`src/rtl/flag_register.sv`:
```
// Condition-flag register {Z,C,N,V} with masked update, a one-deep registered
// condition evaluator (valid/ready) and a LIFO save/restore stack.
module flag_register #(
    parameter int STACK_DEPTH = 4
) (
    input  logic       clock,
    input  logic       reset,
    input  logic       zero_in,
    input  logic       carry_in,
    input  logic       negative_in,
    input  logic       overflow_in,
    input  logic       update,
    input  logic [3:0] flag_mask,
    output logic [3:0] flags,
    input  logic       eval_valid,
    input  logic [3:0] cond,
    output logic       eval_ready,
    output logic       taken_valid,
    output logic       taken,
    input  logic       taken_ready,
    input  logic       push,
    input  logic       pop,
    output logic       stack_empty,
    output logic       stack_full,
    output logic       error
);

    localparam int AW = (STACK_DEPTH > 1) ? $clog2(STACK_DEPTH) : 1;
    localparam int CW = $clog2(STACK_DEPTH + 1);

    logic [3:0]    flags_q, flags_d;
    logic [CW-1:0] count_q, count_d;
    logic          taken_valid_q, taken_valid_d;
    logic          taken_q, taken_d;
    logic          error_q, error_d;
    logic [3:0]    stack_q [STACK_DEPTH];

    logic          full, empty;
    logic          push_ok, pop_ok;
    logic [AW-1:0] wr_idx, rd_idx;
    logic [3:0]    upd_flags;
    logic          cond_true;
    logic          z, c, n, v;

    assign {z, c, n, v} = flags_q;

    assign empty  = (count_q == '0);
    assign full   = (count_q == CW'(STACK_DEPTH));
    assign wr_idx = AW'(count_q);
    assign rd_idx = AW'(count_q - CW'(1));

    // Simultaneous push+pop is treated as misuse and leaves the stack untouched.
    assign push_ok = push && !pop && !full;
    assign pop_ok  = pop && !push && !empty;
    assign error_d = (push && pop) || (push && full) || (pop && empty);

    assign upd_flags = (flags_q & ~flag_mask)
                     | ({zero_in, carry_in, negative_in, overflow_in} & flag_mask);

    always_comb begin
        cond_true = 1'b0;
        case (cond)
            4'd0:  cond_true = z;
            4'd1:  cond_true = !z;
            4'd2:  cond_true = c;
            4'd3:  cond_true = !c;
            4'd4:  cond_true = n;
            4'd5:  cond_true = !n;
            4'd6:  cond_true = v;
            4'd7:  cond_true = !v;
            4'd8:  cond_true = c && !z;
            4'd9:  cond_true = !c || z;
            4'd10: cond_true = (n == v);
            4'd11: cond_true = (n != v);
            4'd12: cond_true = !z && (n == v);
            4'd13: cond_true = z || (n != v);
            4'd14: cond_true = 1'b1;
            default: cond_true = 1'b0;
        endcase
    end

    always_comb begin
        flags_d = flags_q;
        count_d = count_q;
        if (pop_ok) begin
            flags_d = stack_q[rd_idx];
            count_d = count_q - CW'(1);
        end else begin
            if (update) flags_d = upd_flags;
            if (push_ok) count_d = count_q + CW'(1);
        end
    end

    assign eval_ready = !taken_valid_q || taken_ready;

    always_comb begin
        taken_valid_d = taken_valid_q;
        taken_d       = taken_q;
        if (eval_valid && eval_ready) begin
            taken_valid_d = 1'b1;
            taken_d       = cond_true;
        end else if (taken_ready) begin
            taken_valid_d = 1'b0;
        end
    end

    always_ff @(posedge clock or posedge reset) begin
        if (reset) begin
            flags_q       <= 4'b0000;
            count_q       <= '0;
            taken_valid_q <= 1'b0;
            taken_q       <= 1'b0;
            error_q       <= 1'b0;
        end else begin
            flags_q       <= flags_d;
            count_q       <= count_d;
            taken_valid_q <= taken_valid_d;
            taken_q       <= taken_d;
            error_q       <= error_d;
        end
    end

    // Entry contents need no reset; occupancy alone defines validity.
    always_ff @(posedge clock) begin
        if (push_ok) stack_q[wr_idx] <= flags_q;
    end

    assign flags       = flags_q;
    assign taken_valid = taken_valid_q;
    assign taken       = taken_q;
    assign error       = error_q;
    assign stack_empty = empty;
    assign stack_full  = full;

endmodule
```
`config.mk`:
```
export PLATFORM = sky130hd
export DESIGN_NAME = flag_register
export DESIGN_NICKNAME = d
export VERILOG_FILES = /design/src/rtl/flag_register.sv
export SDC_FILE = /design/constraint.sdc
export NUM_CORES = 1
export LEC_CHECK = 0
export CORE_MARGIN = 5
export CORE_UTILIZATION = 45
export DETAILED_ROUTE_END_ITERATION = 16
export PLACE_DENSITY_LB_ADDON = 0.1
export SETUP_SLACK_MARGIN = 0.3
export SKIP_CTS_REPAIR_TIMING = 1
export SYNTH_ARGS = -nofsm -noshare
export SYNTH_HDL_FRONTEND = slang
export SYNTH_SLANG_ARGS = --single-unit
```
`constraint.sdc`:
```
create_clock -name clock -period 2.3 [get_ports clock]
set_clock_uncertainty 0.1 [all_clocks]
set_input_delay 0.46 -clock clock [delete_from_list [all_inputs] [get_ports clock]]
set_output_delay 0.46 -clock clock [all_outputs]
set_load 0.01 [all_outputs]
```
After elaboration in Yosys (flattened, before gate mapping)
Memories as Yosys holds them, arrays and structs flattened. Index checks and enable logic that the tools add are counted.

Bits in writable memories: 16. Bits in registers: 10. Input bits: 19. Output and inout port bits: 10. Memories: 1.

Reductions and logical operators: 29. Add/subtract/negate cells: 2. Equality and inequality tests: 17. Mux-type cells: 9. Bitwise operators: 4.

Memory list: stack_q (depth 4, bits a word 4, read ports 1, clocked after memory_dff 0, write ports 1, line 36) `logic [3:0] stack_q [STACK_DEPTH];`.

Operators with widths (number): 4-bit equality test (second input constant) (7); 4-bit by 3-bit equality test with 1-bit output (second input constant) (4); 1-bit case mux with 15 select lines (1); 1-bit logical AND (10); 1-bit logical NOT (9); 4-bit bitwise AND (2); 4-bit by 2-bit equality test with 1-bit output (second input constant) (2); 4-bit two-way mux (2); 3-bit two-way mux (2); 2-bit nonzero test (3); 1-bit logical OR (5); 4-bit by 1-bit equality test with 1-bit output (second input constant) (1); 4-bit logical NOT (1); 1-bit two-way mux (4); 4-bit NOT (1); 4-bit OR (1); 3-bit by 1-bit adder with 3-bit output (second input constant) (1); 3-bit equality test (second input constant) (1); 3-bit logical NOT (1); 3-bit by 1-bit subtractor with 3-bit output (second input constant) (1); 1-bit equality test (1); 1-bit != test (1).

Depth between registers and ports, before layout
Gate-level depths: netlist of the first run.

Depth in word-level cells: 5. Gate-level depth with buffers: 9.

Least setup slack after synthesis of the first run
No wires, ideal clock.

Path kind: reg2reg. Start point: reg count_q[0]. End point: mem stack_q[3][0], enable pin. Data required time: 1895 ps. Path buffers: 1. Setup slack: 106 ps. Arrival time: 1790 ps. Cell stages (with the launch flop): 8. Cells stage by stage: dfrtp_1 > buf_2 > inv_1 > ha_1 > ha_1 > nor3b_1 > nand2_1 > inv_1.

Longest elaborated chain between the ends: 5.

Ends and longest elaborated chain: start: declaration (line 32) `logic [CW-1:0] count_q, count_d;`; start signal: assignment (line 116) `count_q <= count_d;`; 3-bit equality test (line 48) `assign full = (count_q == CW'(STACK_DEPTH));`; net stack_full (line 24) `output logic stack_full,`; 1-bit logical NOT (line 53) `assign push_ok = push && !pop && !full;`; 1-bit logical AND (line 53); 1-bit two-way mux (line 125) `if (push_ok) stack_q[wr_idx] <= flags_q;`; 1-bit two-way mux (implied by the code) (line 125); end: declaration (line 36).

The timed path passes the listed nets, and every way through them passes these cells.

Final worst setup path of the first run
Start point: reg count_q[1]. End point: out stack_full.

Longest elaborated chain between the ends: 1.

Ends and longest elaborated chain (line): 3-bit equality test (48); end: declaration (24).

No other way between the ends.

==> results of run 1 <==
## placed cells by master, fill, tap and decap left out, types with 4 or more instances in the layout
cell	instances
nor2_1	9
inv_1	4
dlymetal6s2s_1	6
buf_4	5
mux2i_1	7
nand2_1	9
mux4_2	4
ha_1	5
clkdlybuf4s50_1	22
a21oi_1	10
dfrtp_2	4
dfrtp_1	6
edfxtp_1	16
## critical path, delay by kind of cell, from the launching register on
| family | cells | cell delay (ns) |
|---|---|---|
| buffers and inverters | 2 | 0.33 |
| adders and majority gates | 2 | 0.39 |
| DFF | 1 | 0.40 |
## cells in the mapped netlist, drive strengths merged, types with 2 or more instances
master  instances  share of area (%)
o21ai           2               0.74
buf             5                2.7
nor3            2               0.74
nor2            9                2.5
dfrtp          10                 19
and2            3                1.4
nand2           9                2.5
xor2            2                1.3
nor3b           2                1.1
mux4            4                6.7
ha              6                5.6
mux2i           7                5.2
nand2b          2               0.93
a21oi          10                3.7
edfxtp         16                 36
inv             5                1.4
xnor2           3                1.9
## routing by layer
layer  up-vias  global-route usage [%]  share of wire [%]  wire length (um)
met5         -                       0                  0                 0
met4         0                    2.37               0.51                14
met3         2                    4.84                5.3               145
met2        20                    23.1                 49              1320
met1       472                    17.9                 46              1240
li1        463                       -                  -                 -
## kinds of logic (layout without fill, tap and decap cells)
logic type                 count (synthesis)  in the layout  synth area share, %
and+or+nand+nor                           32             32                 12.2
DFF                                       26             26                 54.1
AOI/OAI and AO/OA                         19             19                 8.70
muxes                                     11             11                 11.9
buffers and inverters                     11             43                 4.35
adders and majority gates                  6              6                 5.56
xor gates and xnor gates                   5              5                 3.24
## power by group
group / switching, mW / internal, mW / leakage, nW
sequential: 0.103 / 0.657 / 0.255
clock: 0.129 / 0.176 / 0.0279
combinational: 0.380 / 0.483 / 0.475
total: 0.613 / 1.32 / 0.758
## metrics by stage
stage                     total power [mW]  util [%]  setup TNS [ns]  hold WS, ns  worst slack (ns)
after global routing                  2.07      63.2               0        0.326             0.225
after global placement                1.49      58.3               0        0.448            0.0422
after detailed placement              1.51      58.3         -0.0558        0.451           -0.0558
after floorplan                       1.23         -               0        0.200             0.302
final                                 1.93      63.2               0        0.308             0.317
after CTS                             1.82      60.2          -0.182        0.310            -0.116
## final timing paths
| path | startpoint | endpoint | slack, ns | depth (start not counted) |
|---|---|---|---|---|
| max | count_q[1] | stack_full | 0.32 | 4 |
| min | reset | asynchronous set/reset pin | 0.31 | 2 |
| max reg2reg | count_q[1] | stack_q[0][1] | 0.43 | 5 |
| min reg2reg | flop | stack_q[3][1] | 0.45 | 0 |
| max in group asynchronous | reset | asynchronous set/reset pin | 1.48 | 2 |
| min in group clock | flop | stack_q[3][1] | 0.45 | 0 |
## layout make-up
| type | instances | area share, % |
|---|---|---|
| Inverter | 5 | 1.05 |
| Tap cell | 31 | 2.17 |
| Timing Repair Buffer | 34 | 19.7 |
| Clock buffer | 3 | 1.26 |
| Multi-Input combinational cell | 73 | 33.0 |
| Clock inverter | 1 | 1.68 |
| Sequential cell | 26 | 41.1 |
==> run_results.csv, run 1 <==
group,metric,value,unit
floorplan,die_area,0.00420,mm^2
timing,rsz0062_at_grt,"true",
clock_tree,clock_sinks,26,
critical_path,critPathLaunchType,"flop",
layout,antenna-diode-count,0,
layout,multiInputGateArea,591,um^2
layout,stdcell_count,173,
timing,hold_viol,0,
layout,area_delta_synth_final,32.4,%
global_route,grt_pass1_vias,996,
layout,fin_area,0.00179,mm^2
routing,drc,0,
clock_tree,htree_levels,1,
layout,fill_cells,249,
clock_tree,insertion_delay,0.32,ns
routing,dr_total_vias,957,
global_route,grt_max_degree,16,
routing,drtAntennaViolNets,0,
floorplan,fp.dieH,64.8,um
placed_design,place_inst,165,
logic_synthesis,synthFlopType,"edfxtp_1",
power_and_ir_drop,ir_drop,603,uV
routing,wire_per_inst,15.8,um
global_route,grt.total_usage,13.9,%
critical_path,critPathCaptureType,"primary output",
logic_synthesis,synth_nets,135,
critical_path,crit_chain,"inv_1, ha_4, ha_1, dlymetal6s2s_1",
power_and_ir_drop,leakagePower,0.758,nW
logic_synthesis,ys_warn_count,0,
routing,drt_wl_total,2.73,mm
critical_path,path_class,"flop to primary output",
placed_design,dp_hpwl,2.01,mm
global_route,antenna_found_initial,0,
placed_design,gp_congestion,0.793,
critical_path,critPathRequiredTime,1.74,ns
timing,tightest_slew,0.415,ns
floorplan,core-area,0.00283,mm^2
logic_synthesis,synth-seq-cells,26,
clock_tree,cts_buffer_depth,2,
logic_synthesis,yosysSeqAreaShare,54.1,%
global_route,grt_pass1_wl,4.52,mm
critical_path,worstPathMaxFanout,3,
floorplan,start_util,47.8,%
routing,drt-vias-per-instance,5.53,
timing,fmax,0.504,GHz
timing,period_needed,1.98,ns
placed_design,postPlaceCellArea,0.00165,mm^2
clock_tree,clk_pin_slew,0.14,ns
timing,fin_crit_sh,86.2,%
routing,firstDrtPassIters,5,
floorplan,rows,19,
job,max_cap_viol_count,0,
logic_synthesis,synthDistinctLibCells,32,
logic_synthesis,syn_inst,110,
status,status,"completed",
logic_synthesis,synth_edf_count,16,
critical_path,slowest_delay,0.40,ns
placed_design,port_buffers,28,
critical_path,cp_data_arrival_time,1.42,ns
clock_tree,cts_root_buffer,"clkbuf_4",
layout,final-seq-area,736,um^2
layout,layout-drive-gt1-share,17.6,%
timing,slew-limit-headroom,72.3,%
hold_path,hp-class,"input port to asynchronous set/reset pin",
power_and_ir_drop,powerDensity,1080,mW/mm^2
global_route,gr-total-overflow,0,
timing,setup_violations,0,
logic_synthesis,async_flop_share,38.5,%
logic_synthesis,avgSynthCellArea,12.3,um^2
layout,nets,168,
routing,drt_iter0_drc,35,
clock_tree,cts_buffers,3,
timing,maxSlewViolCount,0,
critical_path,cpMaxStageDelayCell,"dfrtp_1",
floorplan,io_pins,29,
floorplan,die_w,64.8,um
clock_tree,cts_tree,"yes",
logic_synthesis,netlist_area,0.00135,mm^2
Note: power is estimated with default switching activity, not from simulation.
==> run 2: changes to the inputs <==
GPL_TIMING_DRIVEN = 0   (was default)
==> run_results.csv, run 2 (synthesized netlist as in run 1, its figures left out) <==
group,metric,value,unit
status,status,"completed",
routing,drc,0,
critical_path,critPathCaptureType,"primary output",
clock_tree,cts_root_buffer,"clkbuf_4",
timing,slew-limit-headroom,74.0,%
critical_path,worstPathMaxFanout,3,
critical_path,path_delay_family,"flip-flops",
layout,final_util,63.8,%
placed_design,port_buffers,24,
global_route,grt_pass1_wl,4.52,mm
hold_path,hp-class,"input port to asynchronous set/reset pin",
timing,setup_violations,0,
critical_path,slowest_delay,0.43,ns
global_route,antenna_found_initial,0,
global_route,grt.total_usage,14.2,%
floorplan,start_util,47.8,%
critical_path,critPathLaunchType,"flop",
job,max_cap_viol_count,0,
critical_path,cpMaxStageDelayCell,"dfrtp_1",
clock_tree,cts_buffers,3,
timing,period_needed,1.97,ns
critical_path,cpMostUsedCell,"ha_4",
floorplan,rows,19,
power_and_ir_drop,p_switching,0.639,mW
routing,drt_wl_total,2.71,mm
routing,drt_iter0_drc,42,
timing,tightest_slew,0.389,ns
clock_tree,htree_levels,1,
power_and_ir_drop,cellInternalPower,1.36,mW
placed_design,place_inst,165,
critical_path,crit_chain,"buf_6, inv_2, ha_4, ha_4, clkbuf_2",
power_and_ir_drop,pwr-share-clk,15.4,%
layout,final_common_cell,"clkdlybuf4s50_1",
critical_path,cp_num_buf_inv,3,
timing,worst_slack,0.335,ns
global_route,grt_pass1_vias,965,
critical_path,path_class,"flop to primary output",
power_and_ir_drop,swShare,31.9,%
floorplan,io_pins,29,
power_and_ir_drop,p_seq_share,38.0,%
layout,nets,172,
placed_design,gp_congestion,0.684,
floorplan,die_area,0.00420,mm^2
global_route,grt_max_degree,16,
power_and_ir_drop,p_comb_share,46.7,%
timing,rsz0062_at_grt,"true",
power_and_ir_drop,leakagePower,0.717,nW
clock_tree,clk_pin_slew,0.14,ns
clock_tree,cts_buffer_depth,2,
timing,hold_viol,0,
routing,wire_per_inst,15.3,um
global_route,gr-total-overflow,0,
timing,fmax,0.509,GHz
routing,dr_total_vias,946,
power_and_ir_drop,ir_drop,585,uV
routing,firstDrtPassIters,4,
layout,area_delta_synth_final,33.5,%
placed_design,dp_slack,0.0524,ns
layout,layout-drive-gt1-share,26.0,%
timing,fin_crit_sh,85.4,%
critical_path,cp_data_arrival_time,1.41,ns
routing,drt-vias-per-instance,5.34,
power_and_ir_drop,powerDensity,1110,mW/mm^2
timing,maxSlewViolCount,0,
critical_path,critPathRequiredTime,1.74,ns
placed_design,dp_hpwl,1.99,mm
power_and_ir_drop,p_total,2.00,mW
floorplan,core-area,0.00283,mm^2
layout,stdcell_count,177,
timing,hold_slack,0.294,ns
routing,drtAntennaViolNets,0,
clock_tree,cts_tree,"yes",
clock_tree,insertion_delay,0.32,ns
layout,final_cell_mix,"21 x clkdlybuf4s50_1, 16 x edfxtp_1, 10 x a21oi_1, 10 x buf_4",
clock_tree,clock_sinks,26,
floorplan,fp.dieH,64.8,um
floorplan,die_w,64.8,um
layout,antenna-diode-count,0,
[run 2: worst paths after layout]
kind	from	end	slack, ns	cells after the start
worst min-delay path	reset	asynchronous set/reset pin	0.29	2
worst max register to register	count_q[0]	stack_q[0][0]	0.41	6
min in group clock	cond[1]	taken	0.38	3
max in group asynchronous	reset	asynchronous set/reset pin	1.51	2
worst max-delay path	count_q[0]	stack_full	0.33	5
worst min register to register	taken_valid	taken_valid	0.48	2
[run 2: worst reg2reg max path: cells and delay by family, from the launching register on]
kind                       cells  cell delay [ns]
and+or+nand+nor                2             0.57
adders and majority gates      2             0.35
DFF                            1             0.42
buffers and inverters          2             0.16
[run 2: stage by stage]
step	setup TNS (ns)	area (um^2)
6_report	0	1800
3_5_place_dp	0	1640
4_1_cts	-0.479	1690
3_3_place_gp	0	1640
5_1_grt	0	1800
2_1_floorplan	0	1360
[run 2: power by group through the flow]
stage	sequential [mW]	clock, mW	combinational (mW)
after CTS	0.789	0.311	0.717
after global routing	0.783	0.339	1.03
final	0.760	0.307	0.935
after detailed placement	0.800	0	0.713
after floorplan	0.776	0	0.457
after global placement	0.789	0	0.703
[run 2: cell type report]
class | instances | area [um^2]
buffer | 6 | 47.5
clock buffer | 3 | 22.5
clock inverter | 1 | 30.0
fill | 239 | 1020
inverter | 5 | 18.8
multi-input combinational | 73 | 612
sequential | 26 | 736
tap | 31 | 38.8
timing repair buffer | 32 | 299
[run 2: layer usage]
layer / vias up / global-route usage [%] / share of wire [%]
met5: - / 0 / 0
met1: 446 / 18.2 / 41
met3: 4 / 4.66 / 6.5
met2: 27 / 23.2 / 51
li1: 469 / - / -
met4: 0 / 3.96 / 1.1
==> run 3: changes to the inputs <==
SKIP_LAST_GASP = 1   (was default)
clock period = 1.6 ns   (was 2.3 ns; I/O delays follow)
==> run_results.csv, run 3 (synthesized netlist as in run 1, its figures left out) <==
group,metric,value,unit
power_and_ir_drop,p_comb_share,51.8,%
global_route,grt_pass1_wl,4.61,mm
hold_path,hp-class,"input port to asynchronous set/reset pin",
routing,firstDrtPassIters,4,
status,status,"complete, but fails checks",
power_and_ir_drop,pwr-share-clk,13.9,%
critical_path,critPathCaptureType,"flop",
critical_path,worstPathMaxFanout,6,
placed_design,place_inst,165,
timing,worst_slack,-0.228,ns
power_and_ir_drop,swShare,33.7,%
job,max_cap_viol_count,0,
clock_tree,clock_sinks,26,
critical_path,regToRegEndpoint,"stack_q[3][0]",
floorplan,die_area,0.00420,mm^2
layout,fin_area,0.00199,mm^2
timing,hold_slack,0.167,ns
floorplan,rows,19,
power_and_ir_drop,leakagePower,0.845,nW
routing,drt_iter0_drc,29,
routing,wire_per_inst,16.5,um
timing,period_needed,1.83,ns
floorplan,die_w,64.8,um
routing,drtAntennaViolNets,0,
timing,slew-limit-headroom,71.6,%
timing,fin_crit_sh,114,%
routing,drt-vias-per-instance,5.44,
placed_design,dp_slack,-0.338,ns
critical_path,crit_end,"stack_q[3][0]",
placed_design,gp_congestion,0.725,
global_route,antenna_found_initial,0,
timing,tightest_slew,0.425,ns
routing,drc,0,
timing,setup_violations,26,
floorplan,fp.dieH,64.8,um
power_and_ir_drop,p_total,3.19,mW
global_route,grt_max_degree,16,
routing,drt_wl_total,3.11,mm
power_and_ir_drop,ir_drop,1120,uV
clock_tree,cts_buffers,3,
floorplan,io_pins,29,
layout,area_delta_synth_final,47.3,%
layout,final_util,70.4,%
timing,hold_viol,0,
placed_design,postPlaceCellArea,0.00170,mm^2
power_and_ir_drop,powerDensity,1600,mW/mm^2
status,violations,"negative setup slack",
critical_path,critPathLaunchType,"flop",
layout,final_cell_mix,"18 x buf_4, 16 x edfxtp_1, 13 x clkdlybuf4s50_1",
timing,rsz0062_at_grt,"true",
critical_path,path_class,"flop to flop",
timing,fmax,0.547,GHz
critical_path,r2r-start,"count_q[0]",
layout,stdcell_count,189,
clock_tree,clk_pin_slew,0.14,ns
critical_path,critPathLaunch,"count_q[0]",
layout,nets,184,
global_route,gr-total-overflow,0,
power_and_ir_drop,cellInternalPower,2.12,mW
critical_path,r2r_cells,7,
critical_path,cp_data_arrival_time,1.78,ns
clock_tree,insertion_delay,0.32,ns
clock_tree,cts_tree,"yes",
layout,antenna-diode-count,0,
layout,layout-drive-gt1-share,45.6,%
placed_design,dp_hpwl,2.01,mm
placed_design,port_buffers,24,
routing,dr_total_vias,1029,
global_route,grt.total_usage,14.3,%
clock_tree,cts_root_buffer,"clkbuf_4",
critical_path,rrSetupSlack,-0.23,ns
clock_tree,cts_buffer_depth,2,
timing,finalSetupTns,-4.72,ns
timing,maxSlewViolCount,0,
floorplan,core-area,0.00283,mm^2
global_route,grt_pass1_vias,1011,
power_and_ir_drop,p_switching,1.07,mW
power_and_ir_drop,p_seq_share,34.3,%
clock_tree,htree_levels,1,
layout,final_common_cell,"buf_4",
critical_path,critPathRequiredTime,1.55,ns
floorplan,start_util,47.8,%
## run 3: cell types whose count changed in the layout (fill, tap and decap cells not counted), sizes merged
cell,change
clkbuf,+3
clkdlybuf4s50,-8
buf,+13
dlymetal6s2s,+4
## run 3: layout make-up
| class | count | area (um^2) |
|---|---|---|
| fillers | 203 | 838 |
| plain buffers | 6 | 53.8 |
| flip-flops and latches | 26 | 736 |
| inverters | 5 | 23.8 |
| repair buffers | 44 | 394 |
| well taps | 31 | 38.8 |
| clock inverters | 1 | 30.0 |
| clock buffers | 3 | 22.5 |
| multi-input cells | 73 | 692 |
## run 3: power groups by stage
| stage | clock network, mW | logic, mW | registers, mW |
|---|---|---|---|
| detailed placement | 0 | 1.16 | 1.17 |
| CTS | 0.454 | 1.18 | 1.15 |
| global route | 0.498 | 1.79 | 1.12 |
| floorplan | 0 | 0.780 | 1.13 |
| global placement | 0 | 1.14 | 1.15 |
| finish | 0.445 | 1.65 | 1.09 |
## run 3: worst min-delay path by stage
stage                start                    endpoint  slack, ns  cells after the start
2_1_floorplan        reset  asynchronous set/reset pin       0.06                      1
3_3_place_gp   taken_valid                 taken_valid       0.44                      2
3_5_place_dp   taken_valid                 taken_valid       0.46                      2
4_1_cts              reset  asynchronous set/reset pin       0.17                      2
5_1_grt              reset  asynchronous set/reset pin       0.16                      2
6_report             reset  asynchronous set/reset pin       0.17                      2
## run 3: per-layer routing
metal | part of all wire (%) | up-vias | routed length (um) | GRT usage (%)
li1 | - | 499 | - | -
met1 | 44 | 495 | 1360 | 18.3
met2 | 50 | 31 | 1560 | 23.2
met3 | 5.2 | 4 | 162 | 4.49
met4 | 0.93 | 0 | 29 | 3.96
met5 | 0 | - | 0 | 0
## run 3: worst max-delay path, cell delays in order (launching register included)
cell and delay (ns):
dfrtp_1 0.40, buf_6 0.12, inv_4 0.03, ha_4 0.17, ha_4 0.17, nor3b_4 0.31, nand2_2 0.15, inv_4 0.10
